===== src/rtl/fifo_wr_arbiter.sv =====
// -----------------------------------------------------------------------------
// fifo_wr_arbiter
//
// Round-robin arbiter that shares one FIFO write port among NUM_REQ producers.
// Each producer offers a valid/ready stream. The winning producer's beat is
// forwarded combinationally to the FIFO (zero-cycle latency). Arbitration
// state updates on the clock edge after each transfer.
//
// Build option:
//   FIFO_WR_ARB_BURST_EN  defined   : the winner of an IDLE grant keeps the port
//                                     for up to MAX_BURST beats (BURST state).
//                         undefined : every beat is arbitrated independently
//                                     (strict per-beat round-robin). MAX_BURST
//                                     is ignored and o_busy is tied low.
//
// Ports:
//   clk          clock, all logic on the rising edge
//   rstn         synchronous active-low reset (no write while low)
//   i_req_valid  per-producer beat valid
//   i_req_data   flattened beats, producer k at [k*DATA_W +: DATA_W]
//   o_req_ready  per-producer accept, one-hot or zero
//   i_full       FIFO full, suppresses any write
//   o_wren       FIFO write enable
//   o_wrdata     FIFO write data, zero when no write
//   o_grant_id   index of the producer written this cycle, zero when no write
//   o_busy       registered, high while the arbiter is in the BURST state
// -----------------------------------------------------------------------------
module fifo_wr_arbiter #(
   parameter int NUM_REQ   = 4,
   parameter int DATA_W    = 128,
   parameter int MAX_BURST = 4
) (
   input  logic                       clk,
   input  logic                       rstn,
   input  logic [NUM_REQ-1:0]         i_req_valid,
   input  logic [NUM_REQ*DATA_W-1:0]  i_req_data,
   output logic [NUM_REQ-1:0]         o_req_ready,
   input  logic                       i_full,
   output logic                       o_wren,
   output logic [DATA_W-1:0]          o_wrdata,
   output logic [$clog2(NUM_REQ)-1:0] o_grant_id,
   output logic                       o_busy
);

   localparam int IDX_W = $clog2(NUM_REQ);

   logic [DATA_W-1:0] req_data [NUM_REQ];
   logic [IDX_W-1:0]  rr_ptr_q, rr_ptr_d;
   logic [IDX_W-1:0]  win_idx, rr_next;
   logic              win_found;
   logic [IDX_W-1:0]  cand_idx;
   logic              cand_valid;
   logic              xfer;

   for (genvar k = 0; k < NUM_REQ; k++) begin : g_unpack
      assign req_data[k] = i_req_data[k*DATA_W +: DATA_W];
   end

   // First valid producer scanning from rr_ptr upward, wrapping at NUM_REQ.
   always_comb begin
      logic [IDX_W:0]   scan_sum;
      logic [IDX_W-1:0] scan_idx;
      // NOTE: every combinational output gets a default before any branch so
      // no path leaves it unassigned, which would otherwise infer a latch.
      win_found = 1'b0;
      win_idx   = '0;
      scan_sum  = '0;
      scan_idx  = '0;
      for (int i = 0; i < NUM_REQ; i++) begin
         scan_sum = {1'b0, rr_ptr_q} + (IDX_W+1)'(i);
         if (scan_sum >= (IDX_W+1)'(NUM_REQ)) scan_sum = scan_sum - (IDX_W+1)'(NUM_REQ);
         scan_idx = scan_sum[IDX_W-1:0];
         if (!win_found && i_req_valid[scan_idx]) begin
            win_found = 1'b1;
            win_idx   = scan_idx;
         end
      end
   end

   assign rr_next = (win_idx == IDX_W'(NUM_REQ-1)) ? '0 : win_idx + IDX_W'(1);

   // Writes are gated by rstn so nothing reaches the FIFO during reset,
   // whatever the producers present.
   assign xfer = rstn & cand_valid & ~i_full;

   always_comb begin
      o_wren      = xfer;
      o_req_ready = '0;
      o_grant_id  = '0;
      o_wrdata    = '0;
      if (xfer) begin
         o_req_ready[cand_idx] = 1'b1;
         o_grant_id            = cand_idx;
         o_wrdata              = req_data[cand_idx];
      end
   end

`ifdef FIFO_WR_ARB_BURST_EN

   localparam int CNT_W = $clog2(MAX_BURST+1);

   typedef enum logic {ST_IDLE, ST_BURST} state_e;

   state_e           state_q, state_d;
   logic [IDX_W-1:0] owner_q, owner_d;
   logic [CNT_W-1:0] beat_cnt_q, beat_cnt_d;
   logic [CNT_W-1:0] cnt_inc;
   logic             busy_q, busy_d;

   // During a burst only the owner is eligible; others wait for IDLE.
   always_comb begin
      if (state_q == ST_BURST) begin
         cand_idx   = owner_q;
         cand_valid = i_req_valid[owner_q];
      end else begin
         cand_idx   = win_idx;
         cand_valid = win_found;
      end
   end

   assign cnt_inc = beat_cnt_q + CNT_W'(1);

   always_comb begin
      state_d    = state_q;
      rr_ptr_d   = rr_ptr_q;
      owner_d    = owner_q;
      beat_cnt_d = beat_cnt_q;
      case (state_q)
         ST_IDLE: begin
            if (xfer) begin
               rr_ptr_d   = rr_next;
               owner_d    = win_idx;
               beat_cnt_d = CNT_W'(1);
               if (MAX_BURST > 1) state_d = ST_BURST;
            end
         end
         ST_BURST: begin
            // An owner that goes quiet loses the port even if the FIFO is
            // full; the release cycle itself writes nothing.
            if (!i_req_valid[owner_q]) begin
               state_d    = ST_IDLE;
               beat_cnt_d = '0;
            end else if (xfer) begin
               if (cnt_inc == CNT_W'(MAX_BURST)) begin
                  state_d    = ST_IDLE;
                  beat_cnt_d = '0;
               end else begin
                  beat_cnt_d = cnt_inc;
               end
            end
         end
         default: state_d = ST_IDLE;
      endcase
      busy_d = (state_d == ST_BURST);
   end

   always_ff @(posedge clk) begin
      // NOTE: reset is synchronous, so it is tested inside the clocked block
      // and rstn stays out of the sensitivity list.
      if (!rstn) begin
         // NOTE: sequential state uses non-blocking assignments so every flop
         // samples the pre-edge values regardless of statement order.
         state_q    <= ST_IDLE;
         rr_ptr_q   <= '0;
         owner_q    <= '0;
         beat_cnt_q <= '0;
         busy_q     <= 1'b0;
      end else begin
         state_q    <= state_d;
         rr_ptr_q   <= rr_ptr_d;
         owner_q    <= owner_d;
         beat_cnt_q <= beat_cnt_d;
         busy_q     <= busy_d;
      end
   end

   assign o_busy = busy_q;

`else

   // MAX_BURST has no effect in this build.
   logic unused_max_burst;
   assign unused_max_burst = (MAX_BURST > 0);

   assign cand_idx   = win_idx;
   assign cand_valid = win_found;

   always_comb begin
      rr_ptr_d = rr_ptr_q;
      if (xfer) rr_ptr_d = rr_next;
   end

   always_ff @(posedge clk) begin
      if (!rstn) rr_ptr_q <= '0;
      else       rr_ptr_q <= rr_ptr_d;
   end

   assign o_busy = 1'b0;

`endif

endmodule


===== config.mk =====
export PLATFORM = sky130hd
export DESIGN_NAME = fifo_wr_arbiter
export DESIGN_NICKNAME = d
export VERILOG_FILES = /design/src/rtl/fifo_wr_arbiter.sv
export SDC_FILE = /design/constraint.sdc
export NUM_CORES = 1
export LEC_CHECK = 0
export ABC_AREA = 1
export CAP_MARGIN = 20
export CORE_AREA = 2 2 254 256
export CTS_CLUSTER_SIZE = 30
export DETAILED_ROUTE_END_ITERATION = 8
export DIE_AREA = 0 0 256 258
export PLACE_DENSITY_LB_ADDON = 0.25
export SYNTH_ARGS = -nofsm -noshare
export SYNTH_HDL_FRONTEND = slang
export SYNTH_SLANG_ARGS = --single-unit

===== constraint.sdc =====
create_clock -name clk -period 2.8 [get_ports clk]
set_input_delay 0.56 -clock clk [delete_from_list [all_inputs] [get_ports clk]]
set_output_delay 0.56 -clock clk [all_outputs]
set_load 0.01 [all_outputs]

==> flow_metrics.py <==
metrics = {
    "finish": {
        "layout-drive-gt1-share": 0.255,
        "regMostFlops": "rr_ptr_q",
        "layout_common_cells": "516 x inv_1, 514 x clkdlybuf4s50_1, 257 x nand4_1",
        "largest_reg_flops": 2,
        "fin_util": 0.288,
        "reg_top3": "rr_ptr_q: 2 flops",
        "layout_commonest_cell": "inv_1",
        "area_growth_pct": 141,
        "design_area_um2": 18300,
        "nets": 2904,
        "fill_cells": 7078,
    },
    "sta": {
        "rsz0062_at_grt": "yes",
        "hold_violations": 0,
        "finalSetupViolCount": 132,
        "timing.fmax_mhz": 329,
        "fin_crit_ns": 3.04,
        "setup_slack_ns": -0.237,
        "slew_violations": 0,
        "fin_worst_skew_ns": 0.00395,
        "min_period_over_period": 1.08,
    },
    "cts": {
        "cts_max_level": 1,
        "insertion_delay_ns": 0.22,
        "cts_hold_buf": 0,
        "clk_path_buf_depth": 2,
        "clk_pin_slew_ns": 0.03,
        "cts_tree": "yes",
        "numCtsBuffers": 3,
        "cts_root_buffer": "clkbuf_16",
        "cts_sinks": 2,
    },
    "detailed_routing": {
        "wl_per_cell_um": 19.3,
        "wl_met2_mm": 32.1,
        "dr_wl_met3_mm": 3.74,
        "vias": 14000,
        "drc_errors": 0,
        "wirelength_mm": 62.6,
        "ant_nets": 0,
        "first_pass_iters": 5,
        "topRoutingLayerUsed": "met5",
        "m1WireLength_mm": 24.9,
        "routed_via_density": 4.31,
        "drt_iter0_markers": 1089,
    },
    "power": {
        "peakVddDrop_mv": 0.361,
        "p_leak_nw": 9.53,
        "power_density_nw_per_um2": 641,
    },
    "global_route": {
        "grt_max_degree": 75,
        "first_global_vias": 13300,
        "grt_pass1_wl_mm": 80.0,
        "overflow": 0,
        "antenna_found_initial": 6,
        "grt_usage": 0.154,
    },
    "place": {
        "place_hpwl_mm": 42.4,
        "port_buffers": 653,
        "placement.cell_area_um2": 16000,
        "gp_congestion": 0.969,
    },
    "synthesis": {
        "synth_ff_type": "dfxtp_1",
        "synth-async-reset-ratio": 0,
        "syn_avg_cell_area_um2": 4.60,
        "synth_cell_types": 21,
        "synth-seq-cells": 2,
        "synthCells": 1652,
        "synth_top_family_by_area": "simple AND/OR/NAND/NOR gates",
        "synth-simple-area-share": 0.542,
        "synthMuxAreaShare": 0,
        "yosysSeqAreaShare": 0.00527,
        "synthAdderAreaFrac": 0.00658,
        "synth_xor_area_frac": 0,
        "synth_compound_area_frac": 0.0876,
        "synth_edf_count": 0,
        "ys_warn_count": 0,
        "synth_area_um2": 7600,
        "syn_nets": 2175,
    },
    "worst_setup_path": {
        "critPathKind": "flip-flop to output port",
        "path_cells": "inv_6, nand2_1, nand2_2, nand2_2, nand2_2, nor2_4, buf_6, nand3_4, nand3_4, buf_12, buf_12, clkbuf_16, buf_6, nand2_2, nand3_2, a21oi_2, buf_2",
        "crit_required_ns": 2.24,
        "end_kind": "output port",
        "start_kind": "flip-flop",
        "critPathMaxFanout": 9,
        "crit_slowest_cell": "dfxtp_4",
        "max_stage_delay_ns": 0.36,
        "cp.arrival_ns": 2.48,
        "rrSetupSlack_ns": 0.40,
        "cpMostUsedCell": "nand2_2",
    },
    "floorplanning": {
        "die_w_um": 256,
        "start_util": 0.119,
        "io-pin-count": 655,
        "fp.dieArea_um2": 66000,
        "die_y_um": 258,
        "coreArea_um2": 63600,
        "rows": 93,
    },
    "worst_hold_path": {
        "hp-class": "flip-flop to flip-flop",
    },
    "run": {
        "maxCapViolCount": 0,
    },
    "status": {
        "violations": "setup timing",
        "outcome": "complete, but fails checks",
    },
}
## repair_timing
action | CTS | global route
setup buffers | 18 | 36
pin swaps | 46 | 62
setup endpoints to repair | 135 | 135
cloned | 9 | 28
resized for setup | 524 | 405
## final cells by class
| class | instances | area (um^2) | share of cell area |
|---|---|---|---|
| repair buffers | 881 | 9190 | 0.502 |
| multi-input cells | 964 | 5900 | 0.322 |
| inverters | 529 | 2020 | 0.110 |
| well taps | 855 | 1070 | 0.0584 |
| clock buffers | 3 | 75.1 | 0.00410 |
| flip-flops and latches | 2 | 47.5 | 0.00260 |
| diodes | 5 | 12.5 | 0.000683 |
## final timing paths
kind               start            end  cells after the start
min reg2reg  rr_ptr_q[0]    rr_ptr_q[0]                      3
max reg2reg  rr_ptr_q[0]    rr_ptr_q[1]                     14
max          rr_ptr_q[0]  o_wrdata[119]                     17
min          rr_ptr_q[0]    rr_ptr_q[0]                      3
## routing by layer
metal  up-vias  track usage
met5         -            0
met4         2       0.0517
met3        94       0.0224
met1      6546        0.183
li1       6696            -
met2       623        0.284
## where the power goes
group | leakage [nW] | internal (mW) | switching (mW) | total, mW
logic | 9.47 | 5.48 | 5.99 | 11.5
clock network | 0.0370 | 0.182 | 0.0370 | 0.219
registers | 0.0178 | 0.0360 | 0.0103 | 0.0462
total | 9.53 | 5.70 | 6.04 | 11.7
## metrics by stage
step,setup WS [ns],hold WS (ns),power (mW),instances,setup TNS (ns)
2_1_floorplan,0.371,0.507,4.20,1652,0
3_3_place_gp,-1.13,0.616,8.40,3144,-133.33
3_5_place_dp,-1.07,0.611,8.34,3144,-127.85
4_1_cts,-0.331,0.615,9.73,3173,-26.38
5_1_grt,-0.329,0.655,12.6,3239,-29.47
6_report,-0.237,0.638,11.7,3239,-16.38
## logic make-up after synthesis
group,Yosys count
buf+inv,686
fa+ha+maj,4
simple gates,826
other cells,1
flops,2
compound gates,133
## cells in the mapped netlist, types with 4 or more instances
cell type | n | area share
a21oi_1 | 130 | 0.086
buf_1 | 16 | 0.0079
buf_2 | 66 | 0.043
buf_4 | 16 | 0.016
clkbuf_1 | 58 | 0.029
ha_1 | 4 | 0.0066
inv_1 | 524 | 0.26
inv_2 | 5 | 0.0025
nand2_1 | 292 | 0.14
nand2_2 | 4 | 0.0033
nand3_1 | 263 | 0.17
nand4_1 | 257 | 0.21
nor2_1 | 6 | 0.0030
## worst max-delay path: cells and delay by family, from the launching register on
kind            cells  cell delay (ns)
buf+inv             7             0.99
compound gates      1             0.19
flops               1             0.36
simple gates        9             0.69
(Power assumes the default switching activity.)
